`src/rtl/risc16_pkg.sv`:
```
// Shared RISC-16 core definitions: datapath widths, fetch FSM encoding and
// the fetch PC used out of reset.
package risc16_pkg;

   localparam int ADDR_W = 16;
   localparam int DATA_W = 16;

   localparam logic [ADDR_W-1:0] RESET_PC = 16'h0000;

   typedef enum logic [1:0] {
      ST_IDLE = 2'b00,
      ST_RUN  = 2'b01,
      ST_HALT = 2'b10
   } fetch_state_t;

endpackage

```
`src/rtl/imem_fetch_ctrl_if.sv`:
```
// Instruction memory read port plus the decode-facing valid/ready instruction
// stream; master is the fetch controller, slave is the memory/decode side.
interface imem_fetch_ctrl_if
   import risc16_pkg::*;
#(
   parameter int ADDR_W = risc16_pkg::ADDR_W,
   parameter int DATA_W = risc16_pkg::DATA_W
);

   logic              imem_en;
   logic [ADDR_W-1:0] imem_addr;
   logic [DATA_W-1:0] imem_rdata;
   logic              instr_valid;
   logic              instr_ready;
   logic [DATA_W-1:0] instr_data;
   logic [ADDR_W-1:0] instr_pc;

   modport master (
      output imem_en, imem_addr, instr_valid, instr_data, instr_pc,
      input  imem_rdata, instr_ready
   );

   modport slave (
      input  imem_en, imem_addr, instr_valid, instr_data, instr_pc,
      output imem_rdata, instr_ready
   );

endinterface

```
`src/rtl/fetch_queue.sv`:
```
// Two-entry FIFO of {instruction, pc} words between the memory return path
// and decode. Flush dominates push and pop in the same cycle.
module fetch_queue
   import risc16_pkg::*;
#(
   parameter int WIDTH = risc16_pkg::DATA_W + risc16_pkg::ADDR_W
) (
   input  logic             clk,
   input  logic             rst_n,
   input  logic             flush,
   input  logic             push,
   input  logic             pop,
   input  logic [WIDTH-1:0] din,
   output logic [1:0]       count,
   output logic [WIDTH-1:0] head
);

   logic [WIDTH-1:0] slot [2];
   logic             rd_ptr;
   logic             wr_ptr;
   logic             do_push;
   logic             do_pop;

   assign do_push = push && !flush;
   assign do_pop  = pop && (count != 2'd0) && !flush;

   always_ff @(posedge clk or negedge rst_n) begin
      if (!rst_n) begin
         rd_ptr <= 1'b0;
         wr_ptr <= 1'b0;
         count  <= 2'd0;
      end else if (flush) begin
         rd_ptr <= 1'b0;
         wr_ptr <= 1'b0;
         count  <= 2'd0;
      end else begin
         if (do_push) wr_ptr <= ~wr_ptr;
         if (do_pop)  rd_ptr <= ~rd_ptr;
         case ({do_push, do_pop})
            2'b10:   count <= count + 2'd1;
            2'b01:   count <= count - 2'd1;
            default: ;
         endcase
      end
   end

   // Storage is not reset; the head is forced to zero whenever the queue is empty.
   always_ff @(posedge clk) begin
      if (do_push) slot[wr_ptr] <= din;
   end

   assign head = (count != 2'd0) ? slot[rd_ptr] : '0;

   a_no_push_full : assert property (
      @(posedge clk) disable iff (!rst_n) do_push |-> (count != 2'd2)
   );

endmodule

```
`src/rtl/imem_fetch_ctrl.sv`:
```
// RISC-16 instruction fetch sequencer: owns the fetch PC, issues reads to the
// synchronous instruction memory and queues returned words for decode.
module imem_fetch_ctrl
   import risc16_pkg::*;
#(
   parameter int                ADDR_W   = risc16_pkg::ADDR_W,
   parameter int                DATA_W   = risc16_pkg::DATA_W,
   parameter logic [ADDR_W-1:0] RESET_PC = risc16_pkg::RESET_PC,
   parameter int                Q_DEPTH  = 2
) (
   input  logic                  clk,
   input  logic                  rst_n,
   input  logic                  start,
   input  logic                  halt_req,
   input  logic                  redirect_valid,
   input  logic [ADDR_W-1:0]     redirect_pc,
   imem_fetch_ctrl_if.master     bus,
   output logic [1:0]            fetch_state
);

   fetch_state_t      state;
   logic [ADDR_W-1:0] fetch_pc;
   logic [ADDR_W-1:0] issued_pc_p1;
   logic              inflight;
   logic [1:0]        q_count;
   logic              accept;
   logic              issue;
   logic              push;
   logic [DATA_W+ADDR_W-1:0] q_head;

   assign accept = bus.instr_valid && bus.instr_ready;

   // A pop this cycle frees a slot, so issuing against a full pipeline is
   // still safe and sustains one instruction per cycle.
   assign issue = (state == ST_RUN) && !halt_req && !redirect_valid &&
                  ((({1'b0, q_count} + {2'b00, inflight}) < 3'(Q_DEPTH)) || accept);

   // A read returning during a redirect belongs to the old stream and is dropped.
   assign push = inflight && !redirect_valid;

   assign bus.imem_en   = issue;
   assign bus.imem_addr = fetch_pc;
   assign fetch_state   = state;

   always_ff @(posedge clk or negedge rst_n) begin
      if (!rst_n) begin
         state    <= ST_IDLE;
         fetch_pc <= RESET_PC;
         inflight <= 1'b0;
      end else begin
         inflight <= issue;
         if (redirect_valid)
            fetch_pc <= redirect_pc;
         else if (issue)
            fetch_pc <= fetch_pc + ADDR_W'(1);
         case (state)
            ST_IDLE: if (start && !halt_req) state <= ST_RUN;
            ST_RUN:  if (halt_req)           state <= ST_HALT;
            ST_HALT: if (start && !halt_req) state <= ST_RUN;
            default:                         state <= ST_IDLE;
         endcase
      end
   end

   // Stage p1: address of the word the memory returns this cycle.
   always_ff @(posedge clk) begin
      if (issue) issued_pc_p1 <= fetch_pc;
   end

   fetch_queue #(
      .WIDTH (DATA_W + ADDR_W)
   ) u_queue (
      .clk   (clk),
      .rst_n (rst_n),
      .flush (redirect_valid),
      .push  (push),
      .pop   (accept),
      .din   ({bus.imem_rdata, issued_pc_p1}),
      .count (q_count),
      .head  (q_head)
   );

   assign bus.instr_valid = (q_count != 2'd0);
   assign bus.instr_data  = q_head[DATA_W+ADDR_W-1:ADDR_W];
   assign bus.instr_pc    = q_head[ADDR_W-1:0];

endmodule

```
`src/flat_wrapper.sv`:
```
// flat-port wrapper written by rule: the top's interface ports become plain ports
module imem_fetch_ctrl_flat import risc16_pkg::*;
#(
   parameter int                ADDR_W   = risc16_pkg::ADDR_W,
   parameter int                DATA_W   = risc16_pkg::DATA_W,
   parameter logic [ADDR_W-1:0] RESET_PC = risc16_pkg::RESET_PC,
   parameter int                Q_DEPTH  = 2
)
  (clk, rst_n, start, halt_req, redirect_valid, redirect_pc, fetch_state, bus_imem_en, bus_imem_addr, bus_instr_valid, bus_instr_data, bus_instr_pc, bus_imem_rdata, bus_instr_ready);
  imem_fetch_ctrl_if #(.ADDR_W(ADDR_W), .DATA_W(DATA_W)) bus_i ();
  input  logic clk;
  input  logic rst_n;
  input  logic start;
  input  logic halt_req;
  input  logic redirect_valid;
  input  logic [ADDR_W-1:0] redirect_pc;
  output logic [1:0] fetch_state;
  output wire logic [$bits(bus_i.imem_en)-1:0] bus_imem_en;
  output wire logic [$bits(bus_i.imem_addr)-1:0] bus_imem_addr;
  output wire logic [$bits(bus_i.instr_valid)-1:0] bus_instr_valid;
  output wire logic [$bits(bus_i.instr_data)-1:0] bus_instr_data;
  output wire logic [$bits(bus_i.instr_pc)-1:0] bus_instr_pc;
  input wire logic [$bits(bus_i.imem_rdata)-1:0] bus_imem_rdata;
  input wire logic [$bits(bus_i.instr_ready)-1:0] bus_instr_ready;
  assign bus_imem_en = bus_i.imem_en;
  assign bus_imem_addr = bus_i.imem_addr;
  assign bus_instr_valid = bus_i.instr_valid;
  assign bus_instr_data = bus_i.instr_data;
  assign bus_instr_pc = bus_i.instr_pc;
  assign bus_i.imem_rdata = bus_imem_rdata;
  assign bus_i.instr_ready = bus_instr_ready;
  imem_fetch_ctrl #(.ADDR_W(ADDR_W), .DATA_W(DATA_W), .RESET_PC(RESET_PC), .Q_DEPTH(Q_DEPTH)) u_core (.clk(clk), .rst_n(rst_n), .start(start), .halt_req(halt_req), .redirect_valid(redirect_valid), .redirect_pc(redirect_pc), .bus(bus_i), .fetch_state(fetch_state));
endmodule
```
`config.mk`:
```
export PLATFORM = sky130hd
export DESIGN_NAME = imem_fetch_ctrl_flat
export DESIGN_NICKNAME = d
export VERILOG_FILES = /design/src/rtl/risc16_pkg.sv /design/src/rtl/imem_fetch_ctrl_if.sv /design/src/rtl/fetch_queue.sv /design/src/rtl/imem_fetch_ctrl.sv /design/src/flat_wrapper.sv
export SDC_FILE = /design/constraint.sdc
export NUM_CORES = 1
export LEC_CHECK = 0
export ABC_AREA = 1
export CELL_PAD_IN_SITES_DETAIL_PLACEMENT = 0
export CELL_PAD_IN_SITES_GLOBAL_PLACEMENT = 2
export CORE_MARGIN = 1.5
export CORE_UTILIZATION = 32
export CTS_CLUSTER_DIAMETER = 30
export CTS_CLUSTER_SIZE = 20
export DETAILED_ROUTE_END_ITERATION = 6
export GPL_TIMING_DRIVEN = 0
export HOLD_SLACK_MARGIN = 0.1
export PLACE_DENSITY = 0.9
export SKIP_LAST_GASP = 1
export SLEW_MARGIN = 20
export SYNTH_ARGS = -nofsm -noshare
export SYNTH_HDL_FRONTEND = slang
export SYNTH_HIERARCHICAL = 1
export SYNTH_SLANG_ARGS = --single-unit
```
`constraint.sdc`:
```
create_clock -name clk -period 2.8 [get_ports clk]
set_clock_uncertainty 0.1 [all_clocks]
set_input_delay 0.28 -clock clk [delete_from_list [all_inputs] [get_ports clk]]
set_output_delay 0.28 -clock clk [all_outputs]
set_load 0.02 [all_outputs]
```
==> reports/summary.log, run 1 <==
INFO  cells_and_area diodes_inserted=0
INFO  drt            route.detailed.drc=0
INFO  grt            vias_in_the_first_global_route=2958
INFO  timing         finalHoldViolations=0
INFO  synth          synth_compound_area_frac=0.0651
INFO  worst_setup_path critical-path-slowest-cell=clkdlybuf4s50_1
INFO  floorplanning  die_height=121µm
INFO  synth          number_of_enable_flip_flop_cells_after_synthesis=80
INFO  timing         totalNegativeSetupSlack=0ns
INFO  worst_setup_path cp-end-kind=output port
INFO  grt            globalRouteTotalUtil=0.137
INFO  worst_setup_path startpoint_type=primary input
INFO  power_and_ir_drop irDropWorstVdd=268µV
INFO  synth          area_share_of_fa_ha_maj_cells_after_synthesis=0.00283
INFO  synth          synth_area_per_cell=10.8µm²
INFO  clock_network  clock_sinks=103
INFO  synth          combinational_family_with_the_most_area_after_synthesis=simple AND/OR/NAND/NOR gates
INFO  synth          ff_latch_count_synth=103
INFO  worst_setup_path timing.critical_path.to=bus_imem_en
INFO  synth          postSynthNetCount=450
INFO  worst_setup_path timing.critical_path.mode_cell=clkdlybuf4s50_1
INFO  place          placement.io_buffers=89
INFO  cells_and_area final_layout_size_suffix_gt1_frac=0.121
INFO  synth          synth_mux_area_frac=0
INFO  worst_setup_path setup.reg_to_reg.worst_slack=0.87ns
INFO  worst_setup_path launch_point_of_the_worst_path=redirect_valid
INFO  worst_setup_path timing.critical_path.fanout_max=27
INFO  drt            route.vias.total=3174
INFO  cells_and_area final_net_count=553
INFO  grt            grt_max_degree=28
INFO  power_and_ir_drop p_seq_frac=0.529
INFO  cells_and_area area.growth.synth_to_final=33.2%
INFO  synth          yosysMostFrequentCell=nand2_1
INFO  grt            grt_first_pass_wirelength=15300µm
INFO  clock_network  cts.path.max_buffers=2
INFO  timing         final_max_slew_viol_count=0
INFO  worst_setup_path max_stage_delay=0.67ns
INFO  floorplanning  initial_core_utilization=0.331
INFO  grt            antenna_violations_before_repair=0
INFO  synth          yosys.area_share.xor_xnor=0.00594
INFO  synth          post_synth_inst_count=411
INFO  floorplanning  fp.dieArea=0.0145mm²
INFO  floorplanning  row_count=42
INFO  clock_network  cts-htree-levels=3
INFO  hold_path      holdPathStages=0
INFO  cells_and_area finish.cell_count_without_fillers=695
INFO  clock_network  root_buffer=clkbuf_16
INFO  timing         finalCriticalPeriod=2.60ns
INFO  worst_setup_path timing.critical_path.arrival=2.22ns
INFO  synth          post_synth_main_area_contributors=edfxtp_1 54%, dfrtp_1 13%, nand2_1 11%
INFO  grt            overflow_left_after_global_routing=0
INFO  power_and_ir_drop leakage=2.20nW
INFO  synth          yosys.cell_types.count=29
INFO  clock_network  clkLatencyLatePin=0.34ns
INFO  timing         rsz_0062_raised_after_global_routing=no
INFO  worst_setup_path crit_type=primary input to output port
INFO  power_and_ir_drop internal-power=2.53mW
INFO  power_and_ir_drop part_of_the_total_power_dissipated_in_the_clock_network=0.344
INFO  floorplanning  top_level_ports=90
INFO  worst_setup_path worstReg2RegStart=u_core/inflight
INFO  outcome        outcome=finished, final reports clean
INFO  timing         max_freq=0.384GHz
INFO  synth          post_synth_most_frequent_cells=133 x nand2_1, 80 x edfxtp_1, 36 x a21oi_1, 29 x nand3_1, 23 x dfrtp_1
INFO  floorplanning  die-width=121µm
INFO  clock_network  cts_made_buffers=9
INFO  clock_network  cts_tree=yes
INFO  synth          cell_area_after_synthesis=0.00442mm²
INFO  clock_network  worst_setup_hold_path_clk_slew=0.07ns
INFO  power_and_ir_drop post-layout-total-power=3.40mW
INFO  timing         setup_viol=0
INFO  place          detailed_place_hpwl=6870µm
INFO  drt            detailed_route_wire_length_per_cell=13.8µm
INFO  timing         post-route-worst-setup-slack=0.196ns
INFO  synth          synthArstFlopShare=0.223
INFO  timing         timing.final.crit_share=0.930
INFO  cells_and_area post-route-cell-area=0.00589mm²
INFO  synth          synth_seq_area_share=0.673
INFO  place          gp_congestion=0.810
INFO  cells_and_area final_core_utilization=0.441
INFO  power_and_ir_drop power_switching=874µW
INFO  worst_setup_path critical_path_required=2.42ns
INFO  timing         hold-worst-slack=0.342ns
INFO  worst_setup_path critical_path.reg2reg.endpoint=u_core/u_queue/slot[1][12]
INFO  worst_setup_path cp_cell_sequence=clkdlybuf4s50_1 > inv_2 > nand3_1 > inv_4 > clkdlybuf4s50_1
INFO  synth          synth_simple_gate_area_share=0.211
INFO  power_and_ir_drop power.share.switching=0.257
INFO  place          dpl_worst_slack=-0.102ns
INFO  synth          number_of_warnings_reported_in_the_yosys_synthesis_log=6
INFO  power_and_ir_drop p_comb_frac=0.127
INFO  place          total_cell_area_at_the_placement_stage=0.00560mm²
INFO  drt            drt_first_pass_iters=4
INFO  drt            wl=9580µm
INFO  timing         timing.slew.headroom=0.603
INFO  power_and_ir_drop power_density=577mW/mm²
INFO  synth          dominantRegCellSynth=edfxtp_1
INFO  place          numPlacedInstances=678
INFO  timing         worstMarginPinSlew=0.594ns
INFO  worst_setup_path ff2ff_path_depth=5
INFO  drt            ant_nets=0
INFO  hold_path      min-delay-path-class=flip-flop to flip-flop
INFO  job            max_cap_viol_count=0
INFO  floorplanning  coreArea=0.0133mm²
INFO  synth          synth_area_leader_cell=edfxtp_1
INFO  drt            drt_iter0_markers=190
INFO  drt            vias_per_cell=4.57
INFO  synth          yosys.area.top_type_share=0.543
INFO  clock_network  post_cts.repair.setup_buffers=0
-- kinds of logic (layout without fill, tap and decap cells) --
family,Yosys count,after routing
simple gates,209,209
flops,103,103
compound gates,54,54
buf+inv,41,149
xor+xnor,3,3
fa+ha+maj,1,1
-- routing by layer --
metal | global-route usage | vias to the layer above | part of all wire
li1 | - | 1601 | -
met1 | 0.186 | 1471 | 0.45
met2 | 0.218 | 95 | 0.48
met3 | 0.0415 | 7 | 0.061
met4 | 0.0265 | 0 | 0.0070
met5 | 0 | - | 0
-- how the worst min path moves through the flow --
| stage | startpoint | end | slack, ns |
|---|---|---|---|
| after detailed placement | rst_n | u_core/bus.imem_addr[9] | 0.22 |
| final | u_core/issued_pc_p1[0] | u_core/u_queue/slot[1][0] | 0.34 |
| after global placement | u_core/issued_pc_p1[7] | u_core/u_queue/slot[1][7] | 0.32 |
| after global routing | u_core/issued_pc_p1[8] | u_core/u_queue/slot[0][8] | 0.36 |
| after CTS | u_core/issued_pc_p1[0] | u_core/u_queue/slot[0][0] | 0.34 |
| after floorplan | rst_n | u_core/bus.imem_addr[0] | -0.12 |
-- worst max-delay path, delay by kind of cell --
family / cells / cell delay (ns)
simple gates: 1 / 0.15
buf+inv: 4 / 1.78
-- power groups by stage --
stage / combinational, mW / sequential [mW] / clock [mW]
after floorplan: 0.175 / 1.86 / 0
after global placement: 0.428 / 1.83 / 0
after detailed placement: 0.434 / 1.83 / 0
after CTS: 0.437 / 1.80 / 1.21
after global routing: 0.473 / 1.81 / 1.26
final: 0.433 / 1.80 / 1.17
-- cells in the final DEF (no fill, tap or decap), types with 9 or more instances in the layout --
| cell | instances |
|---|---|
| clkbuf_16 | 9 |
| nand3_1 | 29 |
| clkdlybuf4s50_1 | 88 |
| inv_1 | 22 |
| dfrtp_1 | 23 |
| nand2_1 | 133 |
| edfxtp_1 | 80 |
| a21oi_1 | 36 |
| nor2_1 | 15 |
| buf_2 | 9 |
-- state kept, by name, summed over array words and instances (netlist names) --
signal / cells
u_core/bus.imem_addr: 16
u_core/fetch_state: 2
u_core/inflight: 1
u_core/issued_pc_p1: 16
u_core/u_queue/count: 2
u_core/u_queue/rd_ptr: 1
u_core/u_queue/slot: 64
u_core/u_queue/wr_ptr: 1
-- layout make-up --
cell class	count	area [µm²]
inverter	28	108
multi-input combinational	267	1270
fill	1272	7460
timing repair buffer	92	951
clock inverter	7	56.3
tap	176	220
clock buffer	9	225
sequential	103	2980
buffer	13	77.6
-- what timing repair did --
item,CTS,global route
hold buffers,1,0
gates resized for setup,0,1
endpoints found under the hold margin,23,0
endpoints found under the setup margin,0,1
Power figures use the tool's default switching activity.
==> inputs of run 2 (changes only) <==
--- a/config.mk
+++ b/config.mk
@@ -16,6 +16,7 @@
 export GPL_TIMING_DRIVEN = 0
 export HOLD_SLACK_MARGIN = 0.1
 export PLACE_DENSITY = 0.9
+export RECOVER_POWER = 25
 export SKIP_LAST_GASP = 1
 export SLEW_MARGIN = 20
 export SYNTH_ARGS = -nofsm -noshare
==> run 2 against run 1 <==
Against the previous run:
- global-route usage did not move
- wire length barely moved
- largest cell class unchanged
- hold slack barely moved
- first-iteration DRC count rose by 0.53%
- fmax barely moved
- via count barely moved
- critical path depth did not move
- combinational power fell by 1%
- count of clock-buffer cells in the layout did not move
- die area did not move
- utilization did not move
==> reports/summary.log, run 2 (synthesis results as in run 1) <==
INFO  cells_and_area largest_register_ffs=64 [unchanged]
INFO  worst_setup_path cp_top_family=buffers and inverters [unchanged]
INFO  timing         hold-worst-slack=0.342ns [about the same]
INFO  power_and_ir_drop internal-power=2.52mW [was 2.53 mW]
INFO  floorplanning  coreArea=0.0133mm² [unchanged]
INFO  place          numPlacedInstances=678 [unchanged]
INFO  worst_setup_path timing.critical_path.arrival=2.22ns [about the same]
INFO  drt            met3_wirelength=575µm [was 584 µm]
INFO  worst_setup_path cp_cell_sequence=clkdlybuf4s50_1 > inv_2 > nand3_1 > inv_4 > clkdlybuf4s50_1 [unchanged]
INFO  floorplanning  top_level_ports=90 [unchanged]
INFO  drt            wl_met2=4600µm [was 4580 µm]
INFO  cells_and_area multiInputGateArea=0.00127mm² [unchanged]
INFO  timing         final_max_slew_viol_count=0 [unchanged]
INFO  timing         finalHoldViolations=0 [unchanged]
INFO  drt            wl=9570µm [was 9580 µm]
INFO  cells_and_area diodes_inserted=0 [unchanged]
INFO  clock_network  clkLatencyLatePin=0.34ns [about the same]
INFO  clock_network  post_cts.repair.setup_buffers=0 [unchanged]
INFO  worst_setup_path startpoint_type=primary input [unchanged]
INFO  cells_and_area final_cell_mix=133 x nand2_1, 80 x edfxtp_1, 72 x clkdlybuf4s50_1, 36 x a21oi_1, 29 x nand3_1 [was 133 x nand2_1, 88 x clkdlybuf4s50_1, 80 x edfxtp_1, 36 x a21oi_1, 29 x nand3_1]
INFO  clock_network  clock_sinks=103 [unchanged]
INFO  worst_setup_path timing.critical_path.fanout_max=27 [unchanged]
INFO  worst_setup_path critical_path.n_buffers_inverters=4 [unchanged]
INFO  power_and_ir_drop post-layout-total-power=3.40mW [about the same]
INFO  place          total_cell_area_at_the_placement_stage=0.00560mm² [unchanged]
INFO  clock_network  root_buffer=clkbuf_16 [unchanged]
INFO  power_and_ir_drop p_comb_frac=0.126 [was 0.127]
INFO  timing         timing.final.crit_share=0.930 [about the same]
INFO  timing         worstMarginPinSlew=0.595ns [was 0.594 ns]
INFO  place          detailed_place_hpwl=6870µm [unchanged]
INFO  drt            vias_per_cell=4.56 [was 4.57]
INFO  timing         max_freq=0.384GHz [about the same]
INFO  power_and_ir_drop power_switching=873µW [was 874 µW]
INFO  timing         finalCriticalPeriod=2.60ns [about the same]
INFO  drt            drt_first_pass_iters=4 [unchanged]
INFO  worst_setup_path timing.critical_path.mode_cell=clkdlybuf4s50_1 [unchanged]
INFO  cells_and_area final_net_count=553 [unchanged]
INFO  floorplanning  fp.dieArea=0.0145mm² [unchanged]
INFO  power_and_ir_drop leakage=2.20nW [about the same]
INFO  drt            wirelength_met1=4330µm [was 4350 µm]
INFO  power_and_ir_drop power.share.switching=0.257 [about the same]
INFO  floorplanning  row_count=42 [unchanged]
INFO  drt            ant_nets=0 [unchanged]
INFO  timing         totalNegativeSetupSlack=0ns [unchanged]
INFO  place          gp_congestion=0.810 [unchanged]
INFO  worst_setup_path max_stage_delay=0.67ns [about the same]
INFO  floorplanning  die-width=121µm [unchanged]
INFO  floorplanning  initial_core_utilization=0.331 [unchanged]
INFO  worst_setup_path cp-end-kind=output port [unchanged]
INFO  power_and_ir_drop part_of_the_total_power_dissipated_in_the_clock_network=0.344 [about the same]
INFO  clock_network  cts-htree-levels=3 [unchanged]
INFO  power_and_ir_drop irDropWorstVdd=267µV [was 268 µV]
INFO  cells_and_area seq_area=0.00298mm² [unchanged]
INFO  drt            detailed_route_wire_length_per_cell=13.8µm [about the same]
INFO  clock_network  cts.path.max_buffers=2 [unchanged]
INFO  power_and_ir_drop p_seq_frac=0.530 [was 0.529]
INFO  grt            vias_in_the_first_global_route=2958 [unchanged]
INFO  worst_setup_path critical_path_required=2.42ns [about the same]
INFO  cells_and_area area.growth.synth_to_final=33.2% [unchanged]
INFO  clock_network  cts_made_buffers=9 [unchanged]
INFO  job            max_cap_viol_count=0 [unchanged]
INFO  power_and_ir_drop power_density=576mW/mm² [was 577 mW/mm²]
INFO  place          dpl_worst_slack=-0.102ns [unchanged]
INFO  timing         setup_viol=0 [unchanged]
INFO  clock_network  cts_tree=yes [unchanged]
INFO  worst_setup_path critical-path-slowest-cell=clkdlybuf4s50_1 [unchanged]
INFO  cells_and_area finish.cell_count_without_fillers=695 [unchanged]
INFO  cells_and_area final_layout_size_suffix_gt1_frac=0.121 [unchanged]
INFO  clock_network  worst_setup_hold_path_clk_slew=0.07ns [about the same]
INFO  grt            antenna_violations_before_repair=0 [unchanged]
INFO  grt            grt_max_degree=28 [unchanged]
INFO  grt            globalRouteTotalUtil=0.137 [unchanged]
INFO  cells_and_area layout_commonest_cell=nand2_1 [unchanged]
INFO  grt            overflow_left_after_global_routing=0 [unchanged]
INFO  timing         rsz_0062_raised_after_global_routing=no [unchanged]
INFO  grt            grt_first_pass_wirelength=15300µm [unchanged]
INFO  cells_and_area final_core_utilization=0.441 [unchanged]
INFO  drt            route.top_layer_used=met4 [unchanged]
INFO  hold_path      min-delay-path-class=flip-flop to flip-flop [unchanged]
INFO  timing         post-route-worst-setup-slack=0.196ns [about the same]
INFO  cells_and_area fillCellCount=1272 [unchanged]
INFO  cells_and_area post-route-cell-area=0.00589mm² [unchanged]
INFO  cells_and_area largest_register=u_core/u_queue/slot [unchanged]
INFO  place          placement.io_buffers=89 [unchanged]
INFO  outcome        outcome=finished, final reports clean [unchanged]
INFO  floorplanning  die_height=121µm [unchanged]
INFO  drt            route.vias.total=3172 [was 3174]
INFO  timing         timing.slew.headroom=0.602 [was 0.603]
INFO  drt            route.detailed.drc=0 [unchanged]
INFO  drt            drt_iter0_markers=191 [was 190]
INFO  worst_setup_path crit_type=primary input to output port [unchanged]
## run 2: changes by cell type in the layout (fill, tap and decap cells not counted), sizes merged
cell | before | now
clkdlybuf4s50 | 88 | 72
dlygate4sd3 | 1 | 17
## run 2: worst reg2reg max path, delay by kind of cell (launching register included)
| kind | cells | cell delay (ns) |
|---|---|---|
| simple gates | 3 | 0.92 |
| buf+inv | 2 | 0.26 |
| flops | 1 | 0.35 |
## run 2: path summary, 6_finish.rpt
| check | depth (start not counted) | slack [ns] | end | from |
|---|---|---|---|---|
| max | 5 | 0.20 | bus_imem_en | redirect_valid |
| min | 0 | 0.34 | u_core/u_queue/slot[1][0] | u_core/issued_pc_p1[0] |
| max reg2reg | 5 | 0.87 | u_core/u_queue/slot[1][12] | u_core/inflight |
| min reg2reg | 0 | 0.34 | u_core/u_queue/slot[1][0] | u_core/issued_pc_p1[0] |
| max in group asynchronous | 2 | 1.84 | u_core/u_queue/wr_ptr | rst_n |
| min in group asynchronous | 2 | 0.37 | u_core/bus.imem_addr[9] | rst_n |
## run 2: area by class of cell
class / instances / share of cell area
Buffer: 13 / 0.0132
Clock buffer: 9 / 0.0382
Clock inverter: 7 / 0.00956
Inverter: 28 / 0.0183
Multi-Input combinational cell: 267 / 0.216
Sequential cell: 103 / 0.506
Tap cell: 176 / 0.0374
Timing Repair Buffer: 92 / 0.161
## run 2: repair_timing
item / 4_1_cts / 5_1_grt
hold endpoints to repair: 23 / 0
resized for setup: 0 / 1
endpoints found under the setup margin: 0 / 1
hold buffers: 1 / 0
## run 2: power by group through the flow
| stage | combinational [mW] | sequential, mW | clock [mW] |
|---|---|---|---|
| after global routing | 0.468 | 1.81 | 1.26 |
| after floorplan | 0.175 | 1.86 | 0 |
| final | 0.428 | 1.80 | 1.17 |
| after CTS | 0.437 | 1.80 | 1.21 |
| after global placement | 0.428 | 1.83 | 0 |
| after detailed placement | 0.434 | 1.83 | 0 |
## run 2: layer usage
| layer | global-route usage | vias up |
|---|---|---|
| li1 | - | 1600 |
| met1 | 0.186 | 1475 |
| met2 | 0.218 | 90 |
| met3 | 0.0415 | 7 |
| met4 | 0.0265 | 0 |
| met5 | 0 | - |
==> inputs of run 3 (changes only) <==
--- a/config.mk
+++ b/config.mk
@@ -10,6 +10,7 @@
 export CELL_PAD_IN_SITES_GLOBAL_PLACEMENT = 2
 export CORE_MARGIN = 1.5
 export CORE_UTILIZATION = 32
+export CTS_BUF_LIST = sky130_fd_sc_hd__clkbuf_4 sky130_fd_sc_hd__clkbuf_8 sky130_fd_sc_hd__clkbuf_16
 export CTS_CLUSTER_DIAMETER = 30
 export CTS_CLUSTER_SIZE = 20
 export DETAILED_ROUTE_END_ITERATION = 6
==> results of run 3 <==
Final layout, timing and power as in run 2 (identical DEF).
